--- src/rtl/adder_pkg.sv ---
// adder_pkg: shared constants and stage-count derivation for the pipelined adder.
package adder_pkg;
    localparam int WIDTH_DEFAULT = 18;
    localparam int SEG_DEFAULT = 6;
    localparam logic MODE_ADD = 1'b0;
    localparam logic MODE_SUB = 1'b1;
    function automatic int stages(input int w, input int s);
        return (w / s < 1) ? 1 : w / s;
    endfunction
endpackage

--- src/rtl/adder_segment.sv ---
// adder_segment: SEG-bit combinational ripple-carry full adder.
module adder_segment
    import adder_pkg::*;
#(
    parameter int SEG = SEG_DEFAULT
) (
    input  logic [SEG-1:0] a,
    input  logic [SEG-1:0] b,
    input  logic           c_in,
    output logic [SEG-1:0] sum,
    output logic           c_out
);
    logic [SEG:0] c;
    always_comb begin
        c[0] = c_in;
        for (int i = 0; i < SEG; i++) begin
            sum[i] = a[i] ^ b[i] ^ c[i];
            c[i+1] = (a[i] & b[i]) | (c[i] & (a[i] ^ b[i]));
        end
        c_out = c[SEG];
    end
endmodule

--- src/rtl/pipelined_adder_nbit.sv ---
// pipelined_adder_nbit: segmented add/subtract pipeline, one register stage per SEG bits,
// with a single global advance that stalls every stage while the output is blocked.
module pipelined_adder_nbit
    import adder_pkg::*;
#(
    parameter int WIDTH = WIDTH_DEFAULT,
    parameter int SEG = SEG_DEFAULT
) (
    input  logic             clk,
    input  logic             reset,
    input  logic             in_valid,
    output logic             in_ready,
    input  logic [WIDTH-1:0] a,
    input  logic [WIDTH-1:0] b,
    input  logic             c_in,
    input  logic             sub,
    output logic             out_valid,
    input  logic             out_ready,
    output logic [WIDTH:0]   sum
);
    localparam int STAGES = stages(WIDTH, SEG);
    if (WIDTH % SEG != 0) begin : bad_cfg
        $error("pipelined_adder_nbit: WIDTH must be a multiple of SEG");
    end
    logic adv;
    logic c0;
    logic [WIDTH-1:0] b_eff;
    always_comb begin
        out_valid = g[STAGES-1].v_q;
        sum = {g[STAGES-1].c_q, g[STAGES-1].r_q};
        adv = !out_valid || out_ready;
        in_ready = adv;
        b_eff = (sub == MODE_SUB) ? ~b : b;
        c0 = (sub == MODE_SUB) ? 1'b1 : c_in;
    end
    for (genvar k = 0; k < STAGES; k++) begin : g
        // operands shrink by one segment per stage; results grow by one segment
        localparam int RW = WIDTH - SEG * k;
        logic [RW-1:0] src_a, src_b;
        logic [SEG-1:0] seg_sum;
        logic seg_ci, c_d, c_q, v_d, v_q;
        logic [SEG*(k+1)-1:0] r_d, r_q;
        if (k == 0) begin : head
            always_comb begin
                src_a = a;
                src_b = b_eff;
                seg_ci = c0;
                v_d = in_valid;
                r_d = seg_sum;
            end
        end else begin : link
            always_comb begin
                src_a = g[k-1].op.a_q;
                src_b = g[k-1].op.b_q;
                seg_ci = g[k-1].c_q;
                v_d = g[k-1].v_q;
                r_d = {seg_sum, g[k-1].r_q};
            end
        end
        adder_segment #(.SEG(SEG)) u_seg (
            .a(src_a[SEG-1:0]),
            .b(src_b[SEG-1:0]),
            .c_in(seg_ci),
            .sum(seg_sum),
            .c_out(c_d)
        );
        always_ff @(posedge clk or posedge reset) begin
            if (reset) begin
                v_q <= 1'b0;
                c_q <= 1'b0;
                r_q <= '0;
            end else if (adv) begin
                v_q <= v_d;
                c_q <= c_d;
                r_q <= r_d;
            end
        end
        if (k < STAGES - 1) begin : op
            logic [RW-SEG-1:0] a_d, b_d, a_q, b_q;
            always_comb begin
                a_d = src_a[RW-1:SEG];
                b_d = src_b[RW-1:SEG];
            end
            always_ff @(posedge clk or posedge reset) begin
                if (reset) begin
                    a_q <= '0;
                    b_q <= '0;
                end else if (adv) begin
                    a_q <= a_d;
                    b_q <= b_d;
                end
            end
        end
    end
endmodule

--- config.mk ---
export PLATFORM = sky130hd
export DESIGN_NAME = pipelined_adder_nbit
export DESIGN_NICKNAME = d
export VERILOG_FILES = /design/src/rtl/adder_pkg.sv /design/src/rtl/adder_segment.sv /design/src/rtl/pipelined_adder_nbit.sv
export SDC_FILE = /design/constraint.sdc
export NUM_CORES = 1
export LEC_CHECK = 0
export ABC_AREA = 1
export CELL_PAD_IN_SITES_DETAIL_PLACEMENT = 0
export CELL_PAD_IN_SITES_GLOBAL_PLACEMENT = 2
export CORE_MARGIN = 2
export CORE_UTILIZATION = 32
export DETAILED_ROUTE_END_ITERATION = 10
export PLACE_DENSITY = 0.91
export SYNTH_ARGS = -nofsm -noshare
export SYNTH_HDL_FRONTEND = slang
export SYNTH_SLANG_ARGS = --single-unit
--- constraint.sdc ---
create_clock -name clk -period 3.8 [get_ports clk]
set_clock_uncertainty 0.1 [all_clocks]
set_input_delay 0.76 -clock clk [delete_from_list [all_inputs] [get_ports clk]]
set_output_delay 0.76 -clock clk [all_outputs]
set_load 0.03 [all_outputs]
======== After elaboration in Yosys (flattened, before gate mapping) ========
Cells that the tools add are included.
storage, ports and cells
  register bits ........................... 78
  input port bits ......................... 42
  output and inout port bits .............. 21
  logic and storage cells ................. 108
operators by class
  muxes and demuxes ....................... 2
  bitwise gates (word level) .............. 91
  reductions and logical operators ........ 2
operators by type and width
  operator          count
  $and 1x1->1       36
  $xor 1x1->1       36
  $mux 18           1
  $not 18->18       1
  $or 1x1->1        18
  $logic_not 1->1   1
  $logic_or 1x1->1  1
  $mux 1            1

======== Longest topological paths before layout ========
Gate-level depths: netlist of run 1.
  depth after elaboration ................. 15
  mapped depth ............................ 14
  mapped depth without buffers ............ 12

======== Cells and area by module ========
A second synthesis of run 1 with hierarchy kept.
second synthesis, totals
  cells, all modules ...................... 415
  area total of the unflattened synthesis .. 3658.5 µm²
modules (own cells, without submodules)
  module                times used  cells each  area each (µm²)  sequential area each (µm²)
  pipelined_adder_nbit  1           367         3185.6           1951.9
  adder_segment         3           16          157.7            0.0

======== Least setup slack after synthesis of run 1 ========
Ideal clock, no wire load.
  path kind ............................... input to register
  from .................................... in sub
  to ...................................... reg g[0].r_q[5]
  library setup time ...................... 0.130 ns
  data arrival time ....................... 3.588 ns
  data required time ...................... 3.570 ns
  path slack .............................. -0.018 ns
  stages .................................. 14
  buffers on the path ..................... 2
  cells stage by stage .................... buf_2 buf_2 xnor2_1 fa_1 inv_1 fa_1 inv_1 fa_1 fa_1 fa_1 inv_1 fa_1 nand2_1 o21ai_0
between the ends
  word-level cells in the longest chain between the ends .. 13
  elaborated cells between the ends (all ways) .. 24
  classes of those cells .................. mux: 2; bitwise: 22
RTL lines
  element                line                        RTL
  start, declared        pipelined_adder_nbit.sv:16  input logic sub,
  $mux 18                pipelined_adder_nbit.sv:33  b_eff = (sub == MODE_SUB) ? ~b : b;
  $xor 1x1->1            adder_segment.sv:18         c[i+1] = (a[i] & b[i]) | (c[i] & (a[i] ^ b[i]));
  $and 1x1->1            adder_segment.sv:18
  $or 1x1->1             adder_segment.sv:18
  $and 1x1->1            adder_segment.sv:18
  $or 1x1->1             adder_segment.sv:18
  $and 1x1->1            adder_segment.sv:18
  $or 1x1->1             adder_segment.sv:18
  $and 1x1->1            adder_segment.sv:18
  $or 1x1->1             adder_segment.sv:18
  $and 1x1->1            adder_segment.sv:18
  $or 1x1->1             adder_segment.sv:18
  $xor 1x1->1 *          adder_segment.sv:17         sum[i] = a[i] ^ b[i] ^ c[i];
  named net g[0].r_d[5]  pipelined_adder_nbit.sv:42  logic [SEG*(k+1)-1:0] r_d, r_q;
  end signal, assigned   pipelined_adder_nbit.sv:75  r_q <= r_d;
  end, declared          pipelined_adder_nbit.sv:42
Mark *: on every way through the listed nets, which the timed path passes. The rest lies on a longest branch.
A chain may end at the register's enable or synchronous reset.

======== Worst setup path in the final report of run 1 ========
  from .................................... in b[0]
  to ...................................... reg g[0].r_q[5]
between the ends
  word-level cells in the longest chain between the ends .. 14
  elaborated cells between the ends (all ways) .. 15
  classes of those cells .................. mux: 1; bitwise: 14
RTL lines
  element                line                        RTL
  start, declared        pipelined_adder_nbit.sv:14  input logic [WIDTH-1:0] b,
  $not 18->18            pipelined_adder_nbit.sv:33
  $mux 18 *              pipelined_adder_nbit.sv:33
  $xor 1x1->1            adder_segment.sv:18
  $and 1x1->1            adder_segment.sv:18
  $or 1x1->1 *           adder_segment.sv:18
  $and 1x1->1 *          adder_segment.sv:18
  $or 1x1->1 *           adder_segment.sv:18
  $and 1x1->1 *          adder_segment.sv:18
  $or 1x1->1 *           adder_segment.sv:18
  $and 1x1->1 *          adder_segment.sv:18
  $or 1x1->1 *           adder_segment.sv:18
  $and 1x1->1 *          adder_segment.sv:18
  $or 1x1->1 *           adder_segment.sv:18
  $xor 1x1->1 *          adder_segment.sv:17
  named net g[0].r_d[5]  pipelined_adder_nbit.sv:42
Marked as above.

==> results of run 1 <==
power by group:
| part | leakage, nW | internal (W) | switching (W) | total, W |
|---|---|---|---|---|
| Combinational | 1.20 | 0.000479 | 0.000698 | 0.00118 |
| Sequential | 0.939 | 0.00115 | 0.000171 | 0.00132 |
| Clock | 0.0892 | 0.000251 | 0.000337 | 0.000588 |
worst paths after layout:
| path | from | endpoint |
|---|---|---|
| worst max-delay path | b[0] | g[0].r_q[5] |
| worst min-delay path | g[1].v_q | out_valid |
| worst max register to register | g[0].c_q | g[1].r_q[11] |
| worst min register to register | g[1].v_q | out_valid |
| max in group asynchronous | reset | g[2].r_q[3] |
| min in group asynchronous | reset | g[0].v_q |
registers in the layout, indices dropped and copies added (netlist names):
| register | count |
|---|---|
| g.r_q | 36 |
| g.op.b_q | 18 |
| g.op.a_q | 18 |
| out_valid | 1 |
| g.c_q | 3 |
| g.v_q | 2 |
stage by stage:
| stage | util, % | setup WS (ns) | cell area [um^2] | power, W | TNS [ns] |
|---|---|---|---|---|---|
| floorplan | - | 0.0222 | 3550 | 0.00210 | 0 |
| global placement | 39.7 | -0.324 | 4310 | 0.00251 | -0.324 |
| detailed placement | 39.7 | -0.404 | 4310 | 0.00254 | -0.456 |
| CTS | 41.4 | 0.123 | 4490 | 0.00315 | 0 |
| global route | 41.4 | 0.0184 | 4490 | 0.00336 | 0 |
| finish | 41.4 | 0.150 | 4490 | 0.00309 | 0 |
critical path: stages:
cell             delay [ns]
clkdlybuf4s50_1        0.43
xnor2_1                0.15
fa_1                   0.40
inv_1                  0.08
fa_1                   0.16
inv_1                  0.05
fa_1                   0.37
fa_2                   0.35
fa_1                   0.37
inv_1                  0.08
fa_1                   0.40
nand2_1                0.07
o21ai_0                0.08
synthesized netlist by cell type (all sizes together):
library cell / instances / area share, %
buf: 16 / 2.5
xor2: 2 / 0.49
nor2: 2 / 0.28
xnor2: 4 / 0.99
nand3: 12 / 1.7
inv: 47 / 5.0
nand2: 175 / 19
clkbuf: 4 / 0.42
o21ai: 35 / 4.9
dfrtp: 78 / 55
fa: 18 / 10
metal layers:
metal,share of wire (%),vias to the layer above
met2,49,47
met3,3.9,7
li1,-,1290
met5,0,-
met1,46,1234
met4,1.3,0
layout make-up:
| type | instances | area [um^2] | area share, % |
|---|---|---|---|
| Timing Repair Buffer | 68 | 677 | 15.1 |
| Clock inverter | 7 | 61.3 | 1.36 |
| Tap cell | 140 | 175 | 3.90 |
| Clock buffer | 9 | 124 | 2.76 |
| Sequential cell | 78 | 1950 | 43.5 |
| Multi-Input combinational cell | 248 | 1330 | 29.5 |
| Inverter | 47 | 178 | 3.96 |
repair_timing:
action	CTS	global route
setup buffers	0	0
gates resized for setup	1	1
endpoints found under the setup margin	1	1
hold endpoints to repair	0	0
cell families (layout without fill, tap and decap cells):
| logic type | after synthesis | after routing | synth area share, % |
|---|---|---|---|
| xor+xnor | 6 | 6 | 1.48 |
| buf+inv | 67 | 131 | 7.87 |
| fa+ha+maj | 18 | 18 | 10.2 |
| flops | 78 | 78 | 55.0 |
| simple gates | 189 | 189 | 20.5 |
| compound gates | 35 | 35 | 4.94 |
==> impl_metrics.ini, run 1 <==
[cts]
clk_path_buf_depth = 2
cts_tree = built
htreeDepth = 3
cts.hold.buffers_added = 0
clock-root-buffer = clkbuf_8
clock-sinks = 78
clock_latency_ns = 0.35
numCtsBuffers = 9
cts.clk_slew.worst_paths_ns = 0.09

[timing]
finalHoldViolCount = 0
holdWs_ns = 0.355
max_slew.worst_pin.slew_ns = 0.769
maxSlewHeadroom_pct = 48.7
drv_slew = 0
fin_crit_sh_pct = 96.1
setup_viol = 0
rsz0062_at_grt = no
fmax_mhz = 274
layout_min_cycle_time_ns = 3.65

[floorplan]
std_cell_rows = 38
die_h_um = 109
start_util_pct = 32.7
die_area_mm2 = 0.0119
core_mm2 = 0.0108
ioPinCount = 63
die_w_um = 109

[min_path]
hold_depth = 2
min_path_type = reg -> reg

[grt]
grt_pass1_wl_um = 12400
grt_use_met2_pct = 23.3
grt_pass1_vias = 2631
antenna_found_initial = 0
grt_usage_pct = 13.7
grtUsageMet3_pct = 4.00
top_usage_layer = met2
grt_max_degree = 76
grtUsageMet1_pct = 16.8
grt_overflow = 0

[power]
p_per_area_mw_per_mm2 = 687
peakVddDrop_mv = 0.296
leakagePower_nw = 2.23

[cells_and_area]
layout_commonest_cell = nand2_1
layout-drive-gt1-share_pct = 5.91
mostFrequentLayoutCells = nand2_1 (174), dfrtp_1 (78), clkdlybuf4s50_1 (61)
antenna_cells = 0
fin_cells = 597
nFillCells = 1117
fin_nets = 512
syn_to_final_growth_pct = 26.7

[critical_path]
worstSetupPathType = in -> reg
r2r_cells = 10
ff2ff_setup_slack_ns = 0.66
start_kind = input pin
critPathArrivalTime_ns = 3.75
path_max_fanout = 1
cp.required_ns = 3.90
endpoint_kind = flip-flop

[synthesis]
synth.distinct_cells = 14
netlist_area_mm2 = 0.00355
syn_nets = 453
syn_inst = 393
syn_avg_cell_area_um2 = 9.02
synth_seq_cells = 78
yosysSeqAreaShare_pct = 55.0
yosys_warnings = 0

[routing]
drt-total-wl_um = 7230
antenna_left = 0
drt-initial-drc-count = 97
vias = 2578
via_per_inst = 4.32
drt_pass1_iterations = 4
wl_per_cell_um = 12.1
drc_errors = 0

[status]
outcome = finished clean

[flow_run]
max_cap_violations = 0

[placed_design]
dp_cells = 581
numPortBuffers = 62
gp_congestion = 0.743
dpl.hpwl_um = 5030
Note: power is estimated with default switching activity, not from simulation.
==> inputs of run 2 (changes only) <==
--- a/config.mk
+++ b/config.mk
@@ -9,9 +9,11 @@
 export CELL_PAD_IN_SITES_DETAIL_PLACEMENT = 0
 export CELL_PAD_IN_SITES_GLOBAL_PLACEMENT = 2
 export CORE_MARGIN = 2
-export CORE_UTILIZATION = 32
+export CORE_UTILIZATION = 33
+export CTS_BUF_LIST = sky130_fd_sc_hd__clkbuf_4
 export DETAILED_ROUTE_END_ITERATION = 10
-export PLACE_DENSITY = 0.91
+export HOLD_SLACK_MARGIN = 0.06
+export PLACE_DENSITY = 0.93
 export SYNTH_ARGS = -nofsm -noshare
 export SYNTH_HDL_FRONTEND = slang
 export SYNTH_SLANG_ARGS = --single-unit
==> run 2 against run 1 <==
Wire length is 0.44% lower. Total power down 2.2%. Utilization increased by 1.4 points. Via count down 0.93%. Register-to-register slack worse by 0.02 ns. Non-clock buffer count stayed put. Hold slack improved by 0.012 ns. Die area fell by 2.9%. First-iteration DRC count is 30% higher. Fmax increased by 2.2%. Combinational power barely moved.
==> impl_metrics.ini, run 2 (same netlist as run 1, synthesis figures left out) <==
[status]
outcome = finished clean

[cells_and_area]
largest_register_ffs = 36
multiInputGateArea_mm2 = 0.00132
regMostFlops = g.r_q
antenna_cells = 0
nFillCells = 1070
layout_commonest_cell = nand2_1
layout-drive-gt1-share_pct = 5.69
syn_to_final_growth_pct = 25.2
fin_nets = 512
largest_registers = g.r_q: 36 flops, g.op.a_q: 18 flops, g.op.b_q: 18 flops
seqCellArea_mm2 = 0.00195
mostFrequentLayoutCells = nand2_1 (174), dfrtp_1 (78), clkdlybuf4s50_1 (61)

[critical_path]
r2r_cells = 10
startpoint = b[0]
worstSetupPathType = in -> reg
ff2ff_setup_slack_ns = 0.64
reg2reg_to = g[1].r_q[11]
r2r-start = g[0].c_q
cp.required_ns = 3.97
endpoint_kind = flip-flop
start_kind = input pin
critPathArrivalTime_ns = 3.74
path_max_fanout = 1

[power]
cellInternalPower_w = 0.00183
power.share.clock_pct = 17.4
p_sw_share_pct = 39.3
p_total_w = 0.00302
netSwitchingPower_w = 0.00118
p_per_area_mw_per_mm2 = 680
p_seq_share_pct = 43.7
leakagePower_nw = 2.22
power_frac_comb_pct = 38.9
peakVddDrop_mv = 0.382

[timing]
rsz0062_at_grt = no
drv_slew = 0
fin_setup_tns_ns = 0
finalHoldViolCount = 0
layout_min_cycle_time_ns = 3.57
setup_viol = 0
worst_slack_ns = 0.229
max_slew.worst_pin.slew_ns = 0.755
maxSlewHeadroom_pct = 49.6
holdWs_ns = 0.367
fin_crit_sh_pct = 94.0
fmax_mhz = 280

[floorplan]
die_area_mm2 = 0.0116
die_w_um = 108
core_mm2 = 0.0104
die_h_um = 108
start_util_pct = 34.2
std_cell_rows = 37
ioPinCount = 63

[placed_design]
dpl.hpwl_um = 4840
gp_congestion = 0.764
dpl_worst_slack_ns = -0.393
numPortBuffers = 62

[min_path]
min_from = g[1].v_q
hold_depth = 2
min_path_type = reg -> reg
holdPathEnd = out_valid

[cts]
cts.clk_slew.worst_paths_ns = 0.13
clock-root-buffer = clkbuf_4
cts_setup_buffers = 0
cts_tree = built
clock_latency_ns = 0.42
clk_path_buf_depth = 2
clock-sinks = 78
htreeDepth = 3
numCtsBuffers = 9

[routing]
vias = 2554
drt-total-wl_um = 7200
wl_per_cell_um = 12.1
via_per_inst = 4.31
drc_errors = 0
drt-initial-drc-count = 126
antenna_left = 0
drt_pass1_iterations = 6

[grt]
antenna_found_initial = 0
grt_overflow = 0
grt_pass1_wl_um = 12600
grt_max_degree = 81
grt_pass1_vias = 2677
grt_usage_pct = 14.0

[flow_run]
max_cap_violations = 0
==> run 2: power groups by stage <==
stage                     Sequential, W  Combinational [W]  Clock, W
final                           0.00132            0.00118  0.000525
after global placement          0.00133            0.00117         0
after detailed placement        0.00134            0.00120         0
after floorplan                 0.00150           0.000591         0
after global routing            0.00136            0.00135  0.000577
after CTS                       0.00133            0.00120  0.000539
==> run 2: cell type report <==
class	instances	area share [%]
Clock buffer	9	1.52
Multi-Input combinational cell	248	29.8
Inverter	47	4.00
Timing Repair Buffer	68	15.1
Sequential cell	78	44.0
Tap cell	136	3.83
Clock inverter	7	1.83
==> run 2: worst max path at each step <==
stage | to | slack (ns) | cells past startpoint
final | g[0].r_q[5] | 0.23 | 13
after global routing | g[0].r_q[5] | 0.1 | 13
after CTS | g[0].r_q[5] | 0.05 | 13
after detailed placement | g[0].r_q[5] | -0.39 | 13
after global placement | g[0].r_q[5] | -0.32 | 13
after floorplan | g[0].r_q[5] | 0.02 | 14
==> run 2: what timing repair did <==
item / CTS / global route
endpoints found under the setup margin: 0 / 1
resized for setup: 0 / 1
hold buffers: 0 / 0
==> run 2: critical path, cell delays in order <==
cell and delay (ns):
clkdlybuf4s50_1 0.41, xnor2_1 0.14, fa_1 0.39, inv_1 0.07
fa_1 0.16, inv_1 0.05, fa_1 0.37, fa_1 0.40
fa_1 0.37, inv_1 0.08, fa_1 0.40, nand2_1 0.07
o21ai_0 0.09
==> run 2: per-layer routing <==
layer | wire, um | up-vias | GRT usage (%)
met5 | 0 | - | 0
met4 | 106 | 0 | 4.95
met3 | 202 | 11 | 2.12
met2 | 3490 | 39 | 23.5
met1 | 3400 | 1217 | 18.5
li1 | - | 1287 | -
==> run 2: per-stage QoR <==
step | std cells | instance area, um^2 | util, %
3_3_place_gp | 577 | 4290 | 41.3
6_report | 593 | 4440 | 42.8
2_1_floorplan | 393 | 3550 | -
5_1_grt | 593 | 4440 | 42.8
3_5_place_dp | 577 | 4290 | 41.3
4_1_cts | 593 | 4440 | 42.8
